===== config.mk =====
export PLATFORM = sky130hd
export DESIGN_NAME = puf_result_uploader
export DESIGN_NICKNAME = d
export VERILOG_FILES = /design/src/rtl/puf_result_uploader.sv
export SDC_FILE = /design/constraint.sdc
export NUM_CORES = 2
export LEC_CHECK = 0
export CAP_MARGIN = 20
export CORE_MARGIN = 3
export CORE_UTILIZATION = 30
export DETAILED_ROUTE_END_ITERATION = 10
export SLEW_MARGIN = 20
export SYNTH_ARGS = -nofsm -noshare
export SYNTH_HDL_FRONTEND = slang
export SYNTH_SLANG_ARGS = --single-unit

===== constraint.sdc =====
create_clock -name clk_1 -period 3.7 [get_ports clk_1]
set_input_delay 0.74 -clock clk_1 [delete_from_list [all_inputs] [get_ports clk_1]]
set_output_delay 0.74 -clock clk_1 [all_outputs]
set_load 0.1 [all_outputs]

===== src/rtl/puf_result_uploader.sv =====
// Captures the PUF test FSM result-memory writes into a local RAM and uploads them as one
// framed valid/ready burst. Define PUF_UPLOAD_CSUM_EN to append the trailing checksum byte.
module puf_result_uploader #(
  parameter int         ADDR_WIDTH = 13,
  parameter int         DEPTH      = 512,
  parameter logic [7:0] HDR_BYTE   = 8'hA5
) (
  input  logic                  clk_1,
  input  logic                  rst,
  input  logic                  mem_we,
  input  logic [ADDR_WIDTH-1:0] mem_waddr,
  input  logic [7:0]            mem_din,
  input  logic                  test_done,
  input  logic                  rd_start,
  output logic                  out_valid,
  input  logic                  out_ready,
  output logic [7:0]            out_data,
  output logic                  out_last,
  output logic                  armed,
  output logic                  overflow
);

  localparam int                    AW      = $clog2(DEPTH);
  localparam logic [ADDR_WIDTH-1:0] DEPTH_A = ADDR_WIDTH'(DEPTH);

  typedef enum logic [2:0] {
    CAPTURE, ARMED, HDR, LEN_H, LEN_L, PAYLOAD, CSUM, FINISH
  } state_t;

  state_t        state, state_nxt;
  logic [7:0]    mem [DEPTH];
  logic [AW-1:0] max_addr, max_nxt;
  logic          seen, seen_nxt;
  logic [15:0]   len, len_nxt;
  logic [15:0]   rd_cnt;
  logic [7:0]    rd_data;
  logic          rd_fresh;
  logic          in_range, wr_ok, accept, last_pay;
`ifdef PUF_UPLOAD_CSUM_EN
  logic [7:0]    csum;
`endif

  assign in_range = (mem_waddr < DEPTH_A);
  assign wr_ok    = (state == CAPTURE) && mem_we && in_range;
  assign accept   = out_valid && out_ready;
  assign last_pay = (rd_cnt == len - 16'd1);

  // Same-cycle write is folded in so a write alongside test_done still counts in len
  always_comb begin
    max_nxt  = max_addr;
    seen_nxt = seen;
    if (wr_ok) begin
      seen_nxt = 1'b1;
      if (mem_waddr[AW-1:0] > max_addr) max_nxt = mem_waddr[AW-1:0];
    end
    len_nxt = seen_nxt ? (16'(max_nxt) + 16'd1) : 16'd0;
  end

  always_ff @(posedge clk_1) begin
    if (wr_ok) mem[mem_waddr[AW-1:0]] <= mem_din;
    rd_data <= mem[rd_cnt[AW-1:0]];
  end

  always_ff @(posedge clk_1) begin
    if (rst) state <= CAPTURE;
    else     state <= state_nxt;
  end

  always_comb begin
    state_nxt = state;
    case (state)
      CAPTURE: if (test_done) state_nxt = ARMED;
      ARMED:   if (rd_start) state_nxt = HDR;
      HDR:     if (accept) state_nxt = LEN_H;
      LEN_H:   if (accept) state_nxt = LEN_L;
`ifdef PUF_UPLOAD_CSUM_EN
      LEN_L:   if (accept) state_nxt = (len == 16'd0) ? CSUM : PAYLOAD;
      PAYLOAD: if (accept && last_pay) state_nxt = CSUM;
      CSUM:    if (accept) state_nxt = FINISH;
`else
      LEN_L:   if (accept) state_nxt = (len == 16'd0) ? FINISH : PAYLOAD;
      PAYLOAD: if (accept && last_pay) state_nxt = FINISH;
`endif
      FINISH:  if (!test_done) state_nxt = CAPTURE;
      default: state_nxt = CAPTURE;
    endcase
  end

  always_comb begin
    out_valid = 1'b0;
    out_data  = 8'h00;
    out_last  = 1'b0;
    armed     = 1'b0;
    case (state)
      ARMED: armed = 1'b1;
      HDR: begin
        out_valid = 1'b1;
        out_data  = HDR_BYTE;
      end
      LEN_H: begin
        out_valid = 1'b1;
        out_data  = len[15:8];
      end
      LEN_L: begin
        out_valid = 1'b1;
        out_data  = len[7:0];
`ifndef PUF_UPLOAD_CSUM_EN
        out_last  = (len == 16'd0);
`endif
      end
      PAYLOAD: begin
        // RAM read lags the pointer by a cycle; hide the stale word right after an advance
        out_valid = rd_fresh;
        out_data  = rd_data;
`ifndef PUF_UPLOAD_CSUM_EN
        out_last  = last_pay;
`endif
      end
`ifdef PUF_UPLOAD_CSUM_EN
      CSUM: begin
        out_valid = 1'b1;
        out_data  = csum;
        out_last  = 1'b1;
      end
`endif
      default: ;
    endcase
  end

  always_ff @(posedge clk_1) begin
    if (rst) begin
      max_addr <= '0;
      seen     <= 1'b0;
      overflow <= 1'b0;
      len      <= 16'd0;
      rd_cnt   <= 16'd0;
      rd_fresh <= 1'b0;
`ifdef PUF_UPLOAD_CSUM_EN
      csum     <= 8'h00;
`endif
    end else begin
      rd_fresh <= 1'b1;
      case (state)
        CAPTURE: begin
          max_addr <= max_nxt;
          seen     <= seen_nxt;
          if (mem_we && !in_range) overflow <= 1'b1;
          if (test_done) begin
            len <= len_nxt;
`ifdef PUF_UPLOAD_CSUM_EN
            csum <= len_nxt[15:8] + len_nxt[7:0];
`endif
          end
        end
        ARMED: rd_cnt <= 16'd0;
        PAYLOAD: begin
          if (accept) begin
`ifdef PUF_UPLOAD_CSUM_EN
            csum <= csum + rd_data;
`endif
            if (!last_pay) begin
              rd_cnt   <= rd_cnt + 16'd1;
              rd_fresh <= 1'b0;
            end
          end
        end
        FINISH: begin
          if (!test_done) begin
            max_addr <= '0;
            seen     <= 1'b0;
            overflow <= 1'b0;
          end
        end
        default: ;
      endcase
    end
  end

endmodule


# == Word level (Yosys, flattened, before mapping) ==
# Memory sizes are Yosys's and may differ from the RTL's. A register that Yosys moved wholly into a read port is not among the register bits.
# Index checks and enable logic that the tools add are counted.
# totals
register_bits,47
latch_bits,0
ram_bits,4096
romBits,0
input_bits,27
out_inout_bits,12
elab_cells,77
memories,1
# memory_table
memory,depth,width,rd,rd_clocked_by_memory_dff,wr,line_no,source
mem,512,8,1,1,1,31,logic [7:0] mem [DEPTH];
# op_classes
add_sub_neg,3
n_mul,0
div_mod_pow,0
magnitude_cmp,2
eq_ne,17
shifts,0
n_mux,31
n_bitwise,0
reduce_logical,16
# op_table
operator,count
two-way mux 16 bit,2
case mux 16 bit (2 select lines),1
case mux 8 bit (4 select lines),1
two-way mux 9 bit,3
two-way mux 3 bit,7
case mux 3 bit (7 select lines),1
!= test 2 bit (second input constant),9
case mux 9 bit (2 select lines),1
adder 16 x 1 -> 16 bit (second input constant),1
equality test 16 bit,1
logical NOT 16 bit,1
subtractor 16 x 1 -> 16 bit (second input constant),1
less-than comparator 13 x 10 -> 1 bit (second input constant),1
adder 9 x 1 -> 10 bit (second input constant),1
two-way mux 10 bit,1
equality test 3 bit (second input constant),3
> comparator 9 bit,1
two-way mux 1 bit,9
case mux 1 bit (2 select lines),4
AND reduction 7 bit,1
equality test 3 x 2 -> 1 bit (second input constant),2
AND reduction 3 bit,2
logical AND 1 bit,5
AND reduction 2 bit,2
other kinds (7),8

# == Longest topological paths before layout ==
# logic_depth
word_depth,7
mapped_depth,18
depth_no_buf,15

# == Worst setup path after synthesis ==
# No wires, ideal clock.
# synth_path
path_kind,register to output
from,register len[3]
to,output port out_last
arrival_time_ns,3.406
t_required_ns,2.960
path_slack_ns,-0.446
stages_incl_launch_ff,8
path_buffers,1
path_cell_list,dfxtp_1 > buf_2 > or3_4 > nor4_2 > nand3_1 > o21a_1 > or4_1 > a21oi_1
# synth_via
elab_chain_len,3
elab_cells_between_ends,4
cone_classes,add/sub: 1; eq/ne: 1; mux: 1; reduce/logical: 1
# synth_rtl
item,line_no,source
from (decl),34,"logic [15:0] len, len_nxt;"
from (signal assigned),149,len <= len_nxt;
subtractor 16 x 1 -> 16 bit,46,assign last_pay = (rd_cnt == len - 16'd1);
equality test 16 bit,46,
case mux 1 bit (2 select lines) *,94,case (state)
to (decl),18,"output logic out_last,"
# Mark *: on every way between the ends. The rest lies on a longest branch, timed or not.

# == Final worst setup path ==
# Same ends and word-level chain as after synthesis.

==> out/results.tsv <==
stage	metric	value	unit
detailed_routing	viasPerCell	5.25	
job	drv_cap	0	
global_routing	grtUsageMet2	27.2	%
placement	portBuffers	38	
cells_and_area	final_util	36.3	%
synth	synth_area_leaders	edfxtp_1, mux4_2, nor2_1	
synth	synth.top_cell.area_share	76.4	%
floorplan	fp.dieW	738	um
power	clkPwrFrac	42.8	%
hold_path	whs_path_depth	1	
timing	setup_viol	2	
cells_and_area	area_delta_synth_final	20.5	%
timing	min_period	3990	ps
floorplan	io_pins	39	
detailed_routing	drc_errors	0	
detailed_routing	dr.pass1.iters	8	
worst_setup_path	crit_path_cell_trace	or3_4, nor4_4, and3_1, a21oi_1, or4_4, a21oi_4, buf_12	
global_routing	antenna_found_initial	24	
synth	synth_top_area_cell	edfxtp_1	
cells_and_area	nets	8929	
cts	clk_path_buf_depth	4	
timing	finalHoldViolCount	0	
worst_setup_path	r2r_cells	12	
floorplan	coreArea	0.533	mm2
hold_path	hp-class	input port to flip-flop	
detailed_routing	detail_route.iter0.violations	12500	
timing	fin_skew	44.8	ps
floorplan	rows	268	
timing	setup_slack	-289	ps
power	swShare	20.9	%
worst_setup_path	max_stage_delay	550	ps
floorplan	start_util	30.2	%
worst_setup_path	path_buf_inv	1	
timing	grt_setup_unrepaired	yes	
cts	htreeDepth	5	
timing	fin_setup_tns	-297	ps
power	p_seq_share	53.1	%
global_routing	use_met1	23.4	%
timing	worst_slew_pin_slew	1110	ps
timing	period_share	108	%
timing	slew_viol_final	0	
synth	syn_inst	7574	
synth	synth_edf_count	4096	
worst_setup_path	crit_cells	7	
power	peakVddDrop	0.438	mV
global_routing	grt.busiest_layer	met2	
run_status	status	complete, but fails checks	
cells_and_area	fin_area	0.194	mm2
cts	cts_tree	done	
synth	synthesis.area	0.161	mm2
global_routing	grt_util_all_layers	17.2	%
worst_setup_path	crit_slowest_cell	or4_4	
synth	synth_ff_type	edfxtp_1	
cts	clock_sinks	4145	
timing	relSlewSlack	25.9	%
synth	ys_seq_area_share	77.0	%
power	p_comb_share	4.0	%
cts	cts_root_buf	clkbuf_16	
run_status	violations	setup timing	
power	internal_power	76.8	mW
power	power.leakage	60.2	nW
synth	syn_area_per_cell	21.2	um2
placement	dp_hpwl	312000	um
timing	fmax	0.251	GHz
global_routing	grt_pass1_wl	678000	um
detailed_routing	postRouteWirelength	485000	um
cts	cts_hold_buf	0	
worst_setup_path	crit_type	flip-flop to primary output	
power	power.switching	20.3	mW
synth	ys_warn_count	0	
detailed_routing	drtAntennaViolNets	0	
cts	cts_buffers	417	
cells_and_area	finalNonFillerCells	16400	
placement	post-place-ws	-532	ps
power	finalPower	97.1	mW
placement	post_dp_cell_area	0.180	mm2
worst_setup_path	cp.arrival	3250	ps
floorplan	die_area	0.545	mm2
worst_setup_path	path_max_fanout	4	
cts	clkLatencyLatePin	990	ps
synth	synth_nets	7613	
worst_setup_path	end_kind	primary output	
timing	holdWs	255	ps
detailed_routing	dr_total_vias	86200	
floorplan	die_h	738	um
cells_and_area	drive_gt1_share	33.2	%
global_routing	grt_pass1_vias	86400	
synth	ys_types	79	
global_routing	grt_start_max_net_pins	121	
cts	clkTransAtPathRegs	60	ps
global_routing	overflow	0	
detailed_routing	detail_route.wl_per_cell	29.5	um
worst_setup_path	startpoint_type	flip-flop	
power	p_per_area	501	mW/mm2
worst_setup_path	crit_required	2960	ps
placement	dp_cells	15600	
worst_setup_path	cp_top_family	simple AND/OR/NAND/NOR gates	
synth	ys_ff_latch	4145	
cells_and_area	layout_commonest_cell	edfxtp_1	
placement	gp_congestion	0.876	
cells_and_area	final_cell_mix	edfxtp_1, buf_4, mux4_2	
global_routing	grt_use_met3	4.03	%
synth	ys_async_sr_fraction	0	%
per-layer routing:
metal	vias up	routed length, um
met5	-	59
met4	8	17200
met3	768	52100
met2	4995	227000
met1	45900	188000
li1	34500	-
kinds of logic after synthesis:
group / Yosys count / synth area share (%)
DFF: 4145 / 77.0
AOI/OAI and AO/OA: 711 / 3.19
xor gates and xnor gates: 27 / 0.147
and+or+nand+nor: 1022 / 2.79
muxes: 1160 / 15.1
buffers and inverters: 497 / 1.66
adders and majority gates: 12 / 0.0933
power by group through the flow:
stage / Combinational (mW) / Clock [mW] / Sequential, mW
3_5_place_dp: 3.80 / 0 / 52.6
6_report: 3.91 / 41.6 / 51.6
3_3_place_gp: 3.71 / 0 / 52.6
2_1_floorplan: 1.94 / 0 / 52.6
4_1_cts: 3.89 / 42.1 / 51.6
5_1_grt: 4.11 / 44.0 / 51.6
worst paths after layout:
kind	endpoint	slack, ps	startpoint
hold / removal	mem[7][7]	260	mem_din[7]
hold reg to reg	seen	460	seen
setup / recovery	out_last	-290	len[3]
setup reg to reg	rd_data[1]	-10	rd_cnt[0]
layout make-up:
cell class	instances	area (um2)
Clock inverter	252	2340
Sequential cell	4145	124000
Clock buffer	514	11000
Timing Repair Buffer	1378	12700
Antenna cell	22	55.1
Tap cell	7155	8950
Fill cell	48400	340000
Multi-Input combinational cell	2932	34800
Inverter	16	61.3
sequential cells by signal, summed over array words and instances (netlist names):
signal    cells
rd_cnt       16
state         3
overflow      1
seen          1
len          10
rd_data       8
rd_fresh      1
mem        4096
max_addr      9
cell usage after synthesis, drive strengths merged, types with 10 or more instances:
cell type	n
a22o	73
buf	278
nor2	582
a211oi	19
nand4	26
mux4	1010
o211ai	11
edfxtp	4096
a21oi	110
nand2b	12
a31oi	22
o221ai	19
ha	12
or3	13
nor4	15
a22oi	180
dfxtp	49
nand3	71
inv	16
o22ai	72
a221oi	81
nor2b	26
nand2	175
xnor2	23
and3	14
mux2i	145
clkbuf	203
nor3	45
a32oi	10
o21ai	53
what timing repair did:
item / 4_1_cts / 5_1_grt
setup endpoints to repair: 10 / 9
pin swaps: 12 / 8
gates resized for setup: 74 / 29
endpoints found under the hold margin: 0 / 0
cloned: 7 / 3
buffers inserted: 19 / 2
Power figures use the tool's default switching activity.
